$ cat config.mk
export PLATFORM = sky130hd
export DESIGN_NAME = eth_tx_arbiter
export DESIGN_NICKNAME = d
export VERILOG_FILES = /design/src/rtl/eth_types_pkg.sv /design/src/rtl/eth_rr_picker.sv /design/src/rtl/eth_tx_arbiter.sv
export SDC_FILE = /design/constraint.sdc
export NUM_CORES = 1
export LEC_CHECK = 0
export BUFFER_PORTS_ARGS = -buffer_cell sky130_fd_sc_hd__buf_2
export CORE_MARGIN = 3
export CORE_UTILIZATION = 35
export CTS_CLUSTER_SIZE = 12
export DETAILED_ROUTE_END_ITERATION = 6
export PLACE_DENSITY_LB_ADDON = 0.05
export SLEW_MARGIN = 20
export SYNTH_ARGS = -nofsm -noshare
export SYNTH_HDL_FRONTEND = slang
export SYNTH_SLANG_ARGS = --single-unit
export TNS_END_PERCENT = 30
$ cat constraint.sdc
create_clock -name clk -period 1.8 [get_ports clk]
set_input_delay 0.09 -clock clk [delete_from_list [all_inputs] [get_ports clk]]
set_output_delay 0.09 -clock clk [all_outputs]
set_load 0.02 [all_outputs]
$ cat src/rtl/eth_types_pkg.sv
// Shared Ethernet TX types: arbiter state encoding and frame-level defaults.
package eth_types_pkg;

  localparam int ETH_IFG_BYTES       = 12;
  localparam int ETH_MAX_FRAME_BYTES = 1514;

  typedef enum logic [1:0] {
    ARB_IDLE,
    ARB_STREAM,
    ARB_DRAIN,
    ARB_IFG
  } tx_arb_states;

endpackage

$ cat src/rtl/eth_rr_picker.sv
// Round-robin picker: first asserted request at or after rr_ptr, wrapping mod N_REQ.
module eth_rr_picker #(
  parameter  int N_REQ = 2,
  localparam int PTR_W = $clog2(N_REQ)
) (
  input  logic [N_REQ-1:0] req,
  input  logic [PTR_W-1:0] rr_ptr,
  output logic             any_req,
  output logic [PTR_W-1:0] grant
);

  int idx;

  // Scan from the far end so the candidate closest to rr_ptr is written last and wins.
  always_comb begin
    any_req = 1'b0;
    grant   = '0;
    idx     = 0;
    for (int k = N_REQ - 1; k >= 0; k--) begin
      idx = int'(rr_ptr) + k;
      if (idx >= N_REQ) idx = idx - N_REQ;
      if (req[idx]) begin
        any_req = 1'b1;
        grant   = PTR_W'(idx);
      end
    end
  end

endmodule

$ cat src/rtl/eth_tx_arbiter.sv
// Whole-frame round-robin arbiter onto the single TX byte stream, with IFG insertion
// and truncation of oversize frames (remainder drained from the source).
module eth_tx_arbiter
  import eth_types_pkg::*;
#(
  parameter  int N_REQ           = 2,
  parameter  int DATA_W          = 8,
  parameter  int IFG_BYTES       = ETH_IFG_BYTES,
  parameter  int MAX_FRAME_BYTES = ETH_MAX_FRAME_BYTES,
  localparam int PTR_W           = $clog2(N_REQ)
) (
  input  logic                    clk,
  input  logic                    rst_n,
  input  logic [N_REQ-1:0]        req_valid,
  input  logic [N_REQ*DATA_W-1:0] req_data,
  input  logic [N_REQ-1:0]        req_last,
  output logic [N_REQ-1:0]        req_ready,
  output logic                    tx_valid,
  output logic [DATA_W-1:0]       tx_data,
  output logic                    tx_last,
  input  logic                    tx_ready,
  output logic [PTR_W-1:0]        grant_idx,
  output logic                    busy,
  output logic                    err_oversize
);

  localparam int CNT_W = $clog2(MAX_FRAME_BYTES + 1);
  localparam int IFG_W = (IFG_BYTES > 1) ? $clog2(IFG_BYTES) : 1;
  localparam tx_arb_states AFTER_FRAME = (IFG_BYTES == 0) ? ARB_IDLE : ARB_IFG;

  tx_arb_states      state, state_nxt;
  logic [PTR_W-1:0]  rr_ptr, rr_next, pick_idx;
  logic              any_req;
  logic [CNT_W-1:0]  byte_cnt;
  logic [IFG_W-1:0]  ifg_cnt;
  logic [DATA_W-1:0] req_bytes [N_REQ];
  logic              g_valid, g_last, beat, at_max, ifg_done, frame_end;

  for (genvar i = 0; i < N_REQ; i++) begin : g_unpack
    assign req_bytes[i] = req_data[i*DATA_W +: DATA_W];
  end

  eth_rr_picker #(.N_REQ(N_REQ)) u_picker (
    .req     (req_valid),
    .rr_ptr  (rr_ptr),
    .any_req (any_req),
    .grant   (pick_idx)
  );

  assign g_valid   = req_valid[grant_idx];
  assign g_last    = req_last[grant_idx];
  assign beat      = g_valid & req_ready[grant_idx];
  assign at_max    = (byte_cnt == CNT_W'(MAX_FRAME_BYTES - 1));
  assign ifg_done  = (ifg_cnt == IFG_W'(IFG_BYTES - 1));
  assign frame_end = beat & g_last & ((state == ARB_STREAM) | (state == ARB_DRAIN));
  assign rr_next   = (grant_idx == PTR_W'(N_REQ - 1)) ? '0 : grant_idx + PTR_W'(1);

  always_ff @(posedge clk or negedge rst_n) begin
    if (!rst_n) state <= ARB_IDLE;
    else        state <= state_nxt;
  end

  always_comb begin
    state_nxt = state;
    unique case (state)
      ARB_IDLE:   if (any_req) state_nxt = ARB_STREAM;
      ARB_STREAM: if (beat) begin
                    if (g_last)      state_nxt = AFTER_FRAME;
                    else if (at_max) state_nxt = ARB_DRAIN;
                  end
      ARB_DRAIN:  if (beat && g_last) state_nxt = AFTER_FRAME;
      ARB_IFG:    if (ifg_done) state_nxt = ARB_IDLE;
      default:    state_nxt = ARB_IDLE;
    endcase
  end

  // The granted source is wired straight through; a truncation beat gets tx_last forced.
  always_comb begin
    tx_valid  = 1'b0;
    tx_data   = '0;
    tx_last   = 1'b0;
    req_ready = '0;
    unique case (state)
      ARB_STREAM: begin
        tx_valid             = g_valid;
        req_ready[grant_idx] = tx_ready;
        if (g_valid) begin
          tx_data = req_bytes[grant_idx];
          tx_last = g_last | at_max;
        end
      end
      ARB_DRAIN: req_ready[grant_idx] = 1'b1;
      default: ;
    endcase
  end

  assign busy = (state != ARB_IDLE);

  always_ff @(posedge clk or negedge rst_n) begin
    if (!rst_n) begin
      grant_idx    <= '0;
      rr_ptr       <= '0;
      byte_cnt     <= '0;
      ifg_cnt      <= '0;
      err_oversize <= 1'b0;
    end else begin
      err_oversize <= (state == ARB_STREAM) & beat & ~g_last & at_max;
      if (state == ARB_IDLE && any_req) begin
        grant_idx <= pick_idx;
        byte_cnt  <= '0;
      end else if (state == ARB_STREAM && beat && !g_last && !at_max) begin
        byte_cnt <= byte_cnt + CNT_W'(1);
      end
      if (frame_end) rr_ptr <= rr_next;
      if (state == ARB_IFG && !ifg_done) ifg_cnt <= ifg_cnt + IFG_W'(1);
      else                               ifg_cnt <= '0;
    end
  end

endmodule

==> flow_metrics.py <==
metrics = {
    "routing": {
        "ant_nets": 0,
        "via_count": 1455,
        "drt_pass1_iterations": 4,
        "avgViaCountPerCell": 5.37,
        "wl_per_cell_um": 15.7,
        "route.detailed.drc": 0,
        "wl_um": 4270,
        "drt-initial-drc-count": 59,
    },
    "die": {
        "pin_count": 38,
        "die_h_um": 69.4,
        "dieArea_mm2": 0.00482,
        "die_width_um": 69.4,
        "initial_core_util_pct": 37.4,
        "core_area_mm2": 0.00377,
        "rows": 22,
    },
    "synthesis": {
        "syn-cell-area_mm2": 0.00141,
        "synth_nets": 183,
        "synth.distinct_cells": 45,
        "synth_cells": 153,
        "yosys.area.top_type": "dfrtp_1",
        "synth_edf_count": 0,
        "ys_async_sr_fraction_pct": 100,
        "ys_top_cells_by_area": "dfrtp_1, mux2i_1, ha_1",
        "synth_top_area_share_pct": 35.5,
        "ys_seq_elements": 20,
        "synth_ff_type": "dfrtp_1",
        "seq_area_frac_synth_pct": 35.5,
        "ys_warn_count": 0,
        "syn-mean-instance-area_um2": 9.21,
    },
    "placed_design": {
        "dpl_cell_area_mm2": 0.00182,
        "io_buffers": 37,
        "gp_congestion": 0.817,
        "dp_cells": 258,
        "dpl.hpwl_um": 3010,
    },
    "clock_network": {
        "clock_sinks": 20,
        "cts_root_buf": "clkbuf_8",
        "cts_tree": "yes",
        "htree_levels": 1,
        "numCtsBuffers": 3,
        "clockBufferDepth": 2,
        "clk_pin_slew_ps": 80,
        "clock_latency_ps": 270,
    },
    "grt": {
        "grt_first_pass_wirelength_um": 6920,
        "globalRouteOverflowTotal": 0,
        "grt_max_degree": 21,
        "grt_usage_pct": 17.7,
        "antenna_found_initial": 0,
        "first_global_vias": 1454,
    },
    "cells_and_area": {
        "layout_commonest_cell": "buf_2",
        "layout_common_cells": "buf_2, buf_4, nor2_1, dfrtp_1, nand2_1",
        "final_cell_area_mm2": 0.00218,
        "finalNonFillerCells": 271,
        "diodes": 0,
        "syn_to_final_growth_pct": 54.4,
        "layout-drive-gt1-share_pct": 48.9,
        "nets": 254,
    },
    "timing": {
        "fin_crit_sh_pct": 103,
        "hold_violations": 0,
        "drv_slew": 0,
        "fin_skew_ps": 9.45,
        "hold_ws_ps": 73.0,
        "rsz0062_at_grt": "yes",
        "period_minus_slack_ps": 1850,
        "finalSetupViolCount": 2,
        "setup_slack_ps": -47.5,
        "clock.fmax_mhz": 541,
        "tns_ps": -68.3,
        "relSlewSlack_pct": 66.7,
        "tightestPinTransition_ps": 499,
    },
    "power_and_ir_drop": {
        "p_leak_nw": 1.01,
        "ir_worst_vdd_mv": 0.586,
        "p_total_mw": 2.84,
        "power_density_mw_per_mm2": 1310,
    },
    "worst_setup_path": {
        "arrival_ps": 1760,
        "worstSetupStartpointType": "flip-flop",
        "worst_setup_path_end_kind": "primary output",
        "worstPathRequired_ps": 1710,
        "setup.reg_to_reg.worst_slack_ps": -20,
        "critPathMaxFanout": 2,
        "critical_path_class": "reg2out",
    },
    "status": {
        "status": "complete, but fails checks",
        "violations": "setup timing",
    },
    "worst_hold_path": {
        "hold_class": "in2reg",
    },
    "run": {
        "cap_violations": 0,
    },
}
==> synthesized netlist by cell type (all sizes together) (2+ instances only) <==
library cell / instances
nor3: 4
nor2: 20
mux2i: 9
nand4b: 2
buf: 2
nand3: 5
nand2: 12
o41ai: 4
and3: 4
nand2b: 4
a31o: 3
clkbuf: 3
dfrtp: 20
inv: 10
mux2: 3
or3: 2
or4: 2
nand4: 3
o311ai: 4
o31ai: 3
a31oi: 4
a311oi: 2
a21oi: 6
ha: 7
==> worst paths after layout <==
| path | from | endpoint | cells after the start |
|---|---|---|---|
| setup reg to reg | state[0]$_DFFE_PN0P_ | state[0]$_DFFE_PN0P_ | 7 |
| max in group asynchronous | rst_n | grant_idx$_DFFE_PN0P_ | 2 |
| hold reg to reg | ifg_cnt[0]$_DFF_PN0_ | ifg_cnt[0]$_DFF_PN0_ | 1 |
| setup / recovery | byte_cnt[1]$_DFFE_PN0P_ | tx_last | 7 |
| min in group asynchronous | rst_n | state[0]$_DFFE_PN0P_ | 2 |
| hold / removal | req_valid[0] | grant_idx$_DFFE_PN0P_ | 2 |
==> state kept, by name, summed over array words and instances, names as in the netlist <==
name	cells
state	2
rr_ptr	1
grant_idx	1
byte_cnt	11
ifg_cnt	4
err_oversize	1
==> what timing repair did <==
item | CTS | global route
endpoints found under the setup margin | 12 | 24
resized for setup | 18 | 24
setup buffers | 8 | 1
hold endpoints to repair | 20 | 0
pin swaps | 7 | 16
hold buffers | 1 | 0
==> final cells by class <==
| class | count | area [um2] |
|---|---|---|
| Fill cell | 345 | 1600 |
| Multi-Input combinational cell | 118 | 1040 |
| Sequential cell | 20 | 502 |
| Timing Repair Buffer | 71 | 464 |
| Tap cell | 48 | 60.1 |
| Clock buffer | 3 | 41.3 |
| Inverter | 10 | 37.5 |
| Clock inverter | 1 | 30.0 |
==> logic make-up (layout without fill, tap and decap cells) <==
group	after synthesis	after routing	share of synthesized area [%]
AOI/OAI and AO/OA	35	35	20.8
xor gates and xnor gates	2	2	1.24
adders and majority gates	7	7	6.22
buffers and inverters	15	85	4.62
DFF	20	20	35.5
muxes	12	12	9.06
and+or+nand+nor	62	62	22.6
==> per-layer routing <==
layer	part of all wire (%)	GRT usage (%)
met1	45	23.1
met2	50	29.3
met3	3.4	3.33
met4	1.5	5.42
met5	0	0
==> where the power goes <==
| part | internal, mW | switching [mW] | total (mW) |
|---|---|---|---|
| registers | 0.533 | 0.0724 | 0.606 |
| logic | 0.819 | 0.948 | 1.77 |
| clock network | 0.298 | 0.170 | 0.468 |
==> worst max-delay path, stage by stage, from the launching register on <==
cell and delay, ps:
dfrtp_1 380, inv_1 70, ha_2 160, nand4bb_1 150
or3_4 370, buf_6 130, a21oi_2 100, buf_4 150
==> through the flow <==
step,util (%),worst slack [ps]
detailed placement,48.1,-154
CTS,54.1,-103
global placement,48.1,-97.4
global route,57.7,-134
floorplan,-,-10.7
finish,57.7,-47.5
No activity file was read; power rests on OpenSTA's default activity.
